==> config.mk <==
export PLATFORM = sky130hd
export DESIGN_NAME = activation_int8_unit
export DESIGN_NICKNAME = d
export VERILOG_FILES = /design/src/rtl/activation_int8_pkg.sv /design/src/rtl/activation_int8_core.sv /design/src/rtl/activation_int8_unit.sv
export SDC_FILE = /design/constraint.sdc
export NUM_CORES = 1
export LEC_CHECK = 0
export ABC_CLOCK_PERIOD_IN_PS = 800
export BUFFER_PORTS_ARGS = -buffer_cell sky130_fd_sc_hd__clkbuf_2
export CAP_MARGIN = 5
export CORE_UTILIZATION = 46
export DETAILED_ROUTE_END_ITERATION = 8
export PLACE_DENSITY = 0.77
export SYNTH_ARGS = -nofsm -noshare
export SYNTH_HDL_FRONTEND = slang
export SYNTH_SLANG_ARGS = --single-unit
==> constraint.sdc <==
create_clock -name clk -period 0.8 [get_ports clk]
set_input_delay 0.08 -clock clk [delete_from_list [all_inputs] [get_ports clk]]
set_output_delay 0.08 -clock clk [all_outputs]
set_load 0.02 [all_outputs]
==> src/rtl/activation_int8_pkg.sv <==
// Shared types and defaults for the int8 activation unit.
package activation_int8_pkg;

    localparam int ACT_W               = 8;
    localparam int RELU6_MAX_DEFAULT   = 6;
    localparam int LEAKY_SHIFT_DEFAULT = 2;

    typedef logic signed [ACT_W-1:0] act_t;

    typedef struct packed {
        act_t relu6;
        act_t leaky;
        act_t gelu;
    } act_result_t;

    localparam act_t ACT_ZERO = '0;

endpackage

==> src/rtl/activation_int8_core.sv <==
// Combinational evaluation of ReLU6, LeakyReLU and coarse GELU on one int8 sample.
module activation_int8_core
    import activation_int8_pkg::*;
#(
    parameter int RELU6_MAX   = RELU6_MAX_DEFAULT,
    parameter int LEAKY_SHIFT = LEAKY_SHIFT_DEFAULT
) (
    input  act_t x,
    output act_t y_relu6,
    output act_t y_leaky,
    output act_t y_gelu
);

    localparam act_t RELU6_LIM = act_t'(RELU6_MAX);

    logic x_neg;
    logic x_zero;

    assign x_neg  = x[ACT_W-1];
    assign x_zero = (x == ACT_ZERO);

    always_comb begin
        // NOTE: every output gets a default first so no path leaves one unassigned (no latch).
        y_relu6 = ACT_ZERO;
        y_leaky = x;
        y_gelu  = ACT_ZERO;

        if (x_neg) begin
            // Arithmetic shift on a signed operand floors toward -inf, so -1 stays -1.
            y_leaky = x >>> LEAKY_SHIFT;
        end else begin
            y_relu6 = (x > RELU6_LIM) ? RELU6_LIM : x;
            if (!x_zero) begin
                y_gelu = x >>> 1;
            end
        end
    end

endmodule

==> src/rtl/activation_int8_unit.sv <==
// Registered int8 activation unit: one sample in, three activations out one cycle later.
module activation_int8_unit
    import activation_int8_pkg::*;
#(
    parameter int RELU6_MAX   = RELU6_MAX_DEFAULT,
    parameter int LEAKY_SHIFT = LEAKY_SHIFT_DEFAULT
) (
    input  logic                    clk,
    input  logic                    rst,
    input  logic                    in_valid,
    input  logic signed [ACT_W-1:0] x,
    output logic                    out_valid,
    output logic signed [ACT_W-1:0] y_relu6,
    output logic signed [ACT_W-1:0] y_leaky,
    output logic signed [ACT_W-1:0] y_gelu
);

    act_result_t res_d;
    act_result_t res_q;
    logic        valid_q;

    activation_int8_core #(
        .RELU6_MAX   (RELU6_MAX),
        .LEAKY_SHIFT (LEAKY_SHIFT)
    ) u_core (
        .x       (x),
        .y_relu6 (res_d.relu6),
        .y_leaky (res_d.leaky),
        .y_gelu  (res_d.gelu)
    );

    // NOTE: the result registers are reset too, since downstream sees y_* = 0 while in reset.
    always_ff @(posedge clk or posedge rst) begin
        if (rst) begin
            valid_q <= 1'b0;
            res_q   <= '0;
        end else begin
            // NOTE: non-blocking assignments keep register updates order-independent.
            valid_q <= in_valid;
            if (in_valid) begin
                res_q <= res_d;
            end
        end
    end

    assign out_valid = valid_q;
    assign y_relu6   = res_q.relu6;
    assign y_leaky   = res_q.leaky;
    assign y_gelu    = res_q.gelu;

endmodule

Word level (Yosys, flattened, before mapping)
Cells that the tools add are included.
{"block": "word_totals", "regBits": 25, "latch_bits": 0, "ram_bits": 0, "rom_bits": 0, "inputBits": 11, "out_inout_bits": 25, "memories": 0}
{"block": "classes", "n_addsub": 0, "mul": 0, "n_div": 0, "magnitude_cmp": 1, "eq_ne": 0, "shift": 0, "muxes": 5, "n_bitwise": 0, "reduce_logical": 1}
{"cell": "$mux 8", "count": 2}
{"cell": "$mux 7", "count": 2}
{"cell": "$gt 8x4->1 const B", "count": 1}
{"cell": "$logic_not 8->1", "count": 1}
{"cell": "$mux 6", "count": 1}

Logic depth before layout (Yosys ltp)
{"block": "depth", "word_depth": 3, "ltp_mapped": 4, "mapped_depth_nobuf": 3}

By module
From an unflattened synthesis, not the netlist that was laid out.
{"block": "hier_totals", "cells_unflattened": 83, "hier_area_um2": 1239.9}
{"module": "activation_int8_unit", "n_inst": 1, "cells_per_inst": 53, "area_per_inst_um2": 1026.0}
{"module": "activation_int8_core", "n_inst": 1, "cells_per_inst": 30, "area_per_inst_um2": 214.0}

Least setup slack after synthesis
No wires, ideal clock.
{"block": "synth_timing", "path_type": "input port to flip-flop", "start": "in x[5]", "end": "reg res_q (netlist bit y_relu6[0])", "setup_time_ns": 0.065, "arrival_time_ns": 1.058, "path_slack_ns": -0.323, "path_stages": 3, "cell_sequence": "or4_4 -> a2111oi_2 -> mux2_2"}
{"block": "synth_between", "elab_chain_len": 3}
{"element": "from (decl)", "line_no": "activation_int8_unit.sv:11", "text": "input logic signed [ACT_W-1:0] x,"}
{"element": "$gt 8x4->1", "line_no": "activation_int8_core.sv:32", "text": "y_relu6 = (x > RELU6_LIM) ? RELU6_LIM : x;"}
{"element": "$mux 7", "line_no": "activation_int8_core.sv:32"}
{"element": "$mux 7", "line_no": "activation_int8_core.sv:28", "text": "if (x_neg) begin"}
{"element": "to (signal assigned)", "line_no": "activation_int8_unit.sv:41", "text": "res_q <= res_d;"}
{"element": "to (decl)", "line_no": "activation_int8_unit.sv:19", "text": "act_result_t res_q;"}
Every way passes these cells.
A chain may end at the register's enable or synchronous reset.

Worst setup path after layout
{"block": "layout_timing", "start": "reg res_q (netlist bit y_gelu[0])", "end": "out y_gelu[0]"}
{"element": "to (decl)", "line_no": "activation_int8_unit.sv:15", "text": "output logic signed [ACT_W-1:0] y_gelu"}
No word-level cell between the ends.

==> results.md <==
* Outcome: complete, but fails checks
* Failing checks: negative setup slack
* Routability congestion estimate from global placement at 0.669
* Post-route cell area at 0.00144 mm2
* Fillers at 98
* Sw Ratio at 27.5%
* HPWL Detailed at 1390 um
* Setup Skew at 0 ns
* Gate Count Post-Synth at 78
* Crit. Startpoint: y_gelu[0]
* Min-Delay Path Depth at 3
* Final Hold Violating Endpoints at 0
* # IOs at 36
* Wirelength, routed at 2100 um
* H-tree Lvls at 1
* Layout Nets at 142
* Vias in the first global route at 669
* Most common cell after layout, fill and taps aside: buf_6
* Ratio of cells with drive above 1 in the final layout at 56.9%
* Worst Hold Margin at 0.0654 ns
* Syn Area/Cell at 11.5 um2
* Int Power at 0.00171 W
* FF/Latch Area at 557 um2
* Worst path slowest cell: dfrtp_2
* Clock tree from TritonCTS: built
* Register area share after synthesis at 61.4%
* Drt initial violations at 9
* Top-area cell type share of the netlist area at 61.4%
* Leakage power at 0.704 nW
* Pin count of the biggest net entering global routing at 23
* Area of the multi-input gates at 322 um2
* Logic gate share of total power at 26.1%
* CP Data Required Time at 0.72 ns
* RSZ-0062 raised after global routing: yes
* Hold Startpoint: x[5]
* PD cells at 1630 mW/mm2
* Global-route usage over all layers at 18.9%
* Period utilization at 117%
* Buf+Inv Stages, Crit Path at 1
* Inst Count DP at 140
* Vias per std cell at 4.82
* TritonCTS Buffers at 3
* HP Class: primary input to register
* TritonRoute pass-1 iters at 4
* Port Buffers at 32
* Row count at 15
* Total core area at 0.00178 mm2
* Area after DPL at 0.00116 mm2
* CTS clock-pin slew for the worst setup and hold paths at 0.11 ns
* Largest area contributor in the netlist: dfrtp_1
* Root Buffer Master: clkbuf_4
* FF+latch count, synth at 22
* Clock share of power at 20.6%
* Initial Utilization at 50.3%
* Via count at 747
* Setup TNS at -2.86 ns
* Detailed-route DRC error count at 0
* Peak VDD IR at 1540 uV
* Arr. time, crit path at 0.86 ns
* Worst path depth at 1
* Number of diodes at 0
* Worst setup margin at -0.137 ns
* Routed WL per cell at 13.5 um
* Crit-path cells: buf_6
* Gr ovfl total at 0
* Sw power at 0.000646 W
* Fmax at 1.07 GHz
* Top delay family on crit path: flip-flops
* Sequential group share of total power at 53.3%
* CP endpoint kind: primary output
* Crit Path Class: register to primary output
* Fin cells at 155
* Yosys warnings at 0
* Critical-path maximum fanout at 2
* Die area at 0.00213 mm2
* Mapped Area at 897 um2
* Commonest non-fill, non-tap cells in the layout: 24 x buf_6, 18 x buf_4, 17 x dfrtp_1
* Height of the die at 46.2 um
* Final setup viols at 28
* Critical Path Source Type: register
* DIE WIDTH at 46.2 um
* Sink Count at 22
* Area grow syn2layout at 60.5%
* Worst skew pair latency at 0.29 ns
* Library cells used by synthesis at 16
* Post-route minimum period at 0.937 ns
* Layout Utilization at 80.8%
* Reg2reg path depth at 2
* Clock buffer depth at 2
* Slowest stage delay, CP at 0.43 ns
* First-pass GRT wire length at 2850 um
* Final Slew Violations at 0
* MaxCap Viol Count at 0
* R2R Path Start: y_leaky[7]
* Synth top area cells: dfrtp_1 61%, mux2_2 7.5%, nor2b_1 5.6%
* Initial antenna violation count at 0
* Antenna Nets Post-Route at 0
-- tightest hold or removal path, cell delays in order --
cell and delay [ns]:
clkbuf_2 0.11, inv_1 0.06, o22ai_1 0.06
-- per-layer routing --
layer | vias to the layer above | track usage, % | wire, um
li1 | 358 | - | -
met3 | 2 | 4.31 | 82
met2 | 25 | 34.4 | 1190
met5 | - | 0 | 0
met4 | 0 | 5.29 | 15
met1 | 362 | 21.8 | 813
-- timing repair --
action	in CTS	in global routing
hold endpoints to repair	22	0
pin swaps	1	2
resized for setup	5	69
hold buffers	1	0
setup endpoints to repair	23	28
setup buffers	4	7
-- state kept, by name, indices dropped and copies added, names as in the netlist --
register,cells
out_valid,1
y_leaky,8
y_relu6,7
y_gelu,6
-- cell usage after synthesis --
cell       number
mux2_2          6
conb_1          1
clkbuf_1        4
or4_4           1
o22a_2          1
buf_4           3
a21oi_1         9
a2111oi_2       1
inv_1           8
o22ai_1         4
o22a_1          1
nor2_1          7
nand2b_1        1
dfrtp_1        22
mux2i_1         1
nor2b_1         8
-- per-stage QoR --
step	setup slack [ns]	power (W)
global placement	-0.365	0.00168
detailed placement	-0.405	0.00170
CTS	-0.156	0.00222
global route	-0.185	0.00248
floorplan	-0.247	0.00152
finish	-0.137	0.00235
-- logic make-up after synthesis --
family | after synthesis | synth area share (%)
flops | 22 | 61.4
simple gates | 17 | 10.5
compound gates | 16 | 11.6
buf+inv | 15 | 7.53
mux | 7 | 8.65
other cells | 1 | 0.418
-- layout make-up --
| class | count | area share, % |
|---|---|---|
| Clock buffer | 4 | 1.82 |
| Inverter | 8 | 2.09 |
| Multi-Input combinational cell | 43 | 22.3 |
| Sequential cell | 22 | 38.7 |
| Tap cell | 25 | 2.17 |
| Timing Repair Buffer | 53 | 32.9 |
-- power by group through the flow --
stage          Clock, W  Sequential (W)  Combinational [W]
5_1_grt        0.000564         0.00126           0.000657
3_5_place_dp          0         0.00126           0.000437
2_1_floorplan         0         0.00135           0.000171
6_report       0.000484         0.00125           0.000615
4_1_cts        0.000513         0.00124           0.000471
3_3_place_gp          0         0.00125           0.000429
-- worst paths after layout --
check / slack, ns / end
worst max-delay path: -0.14 / y_gelu[0]
worst min-delay path: 0.07 / y_gelu[4]
worst max register to register: -0.11 / y_leaky[7]
worst min register to register: 0.54 / y_leaky[6]
max in group asynchronous: 0.15 / y_gelu[2]
min in group asynchronous: 0.41 / y_leaky[0]
Power figures use the tool's default switching activity.
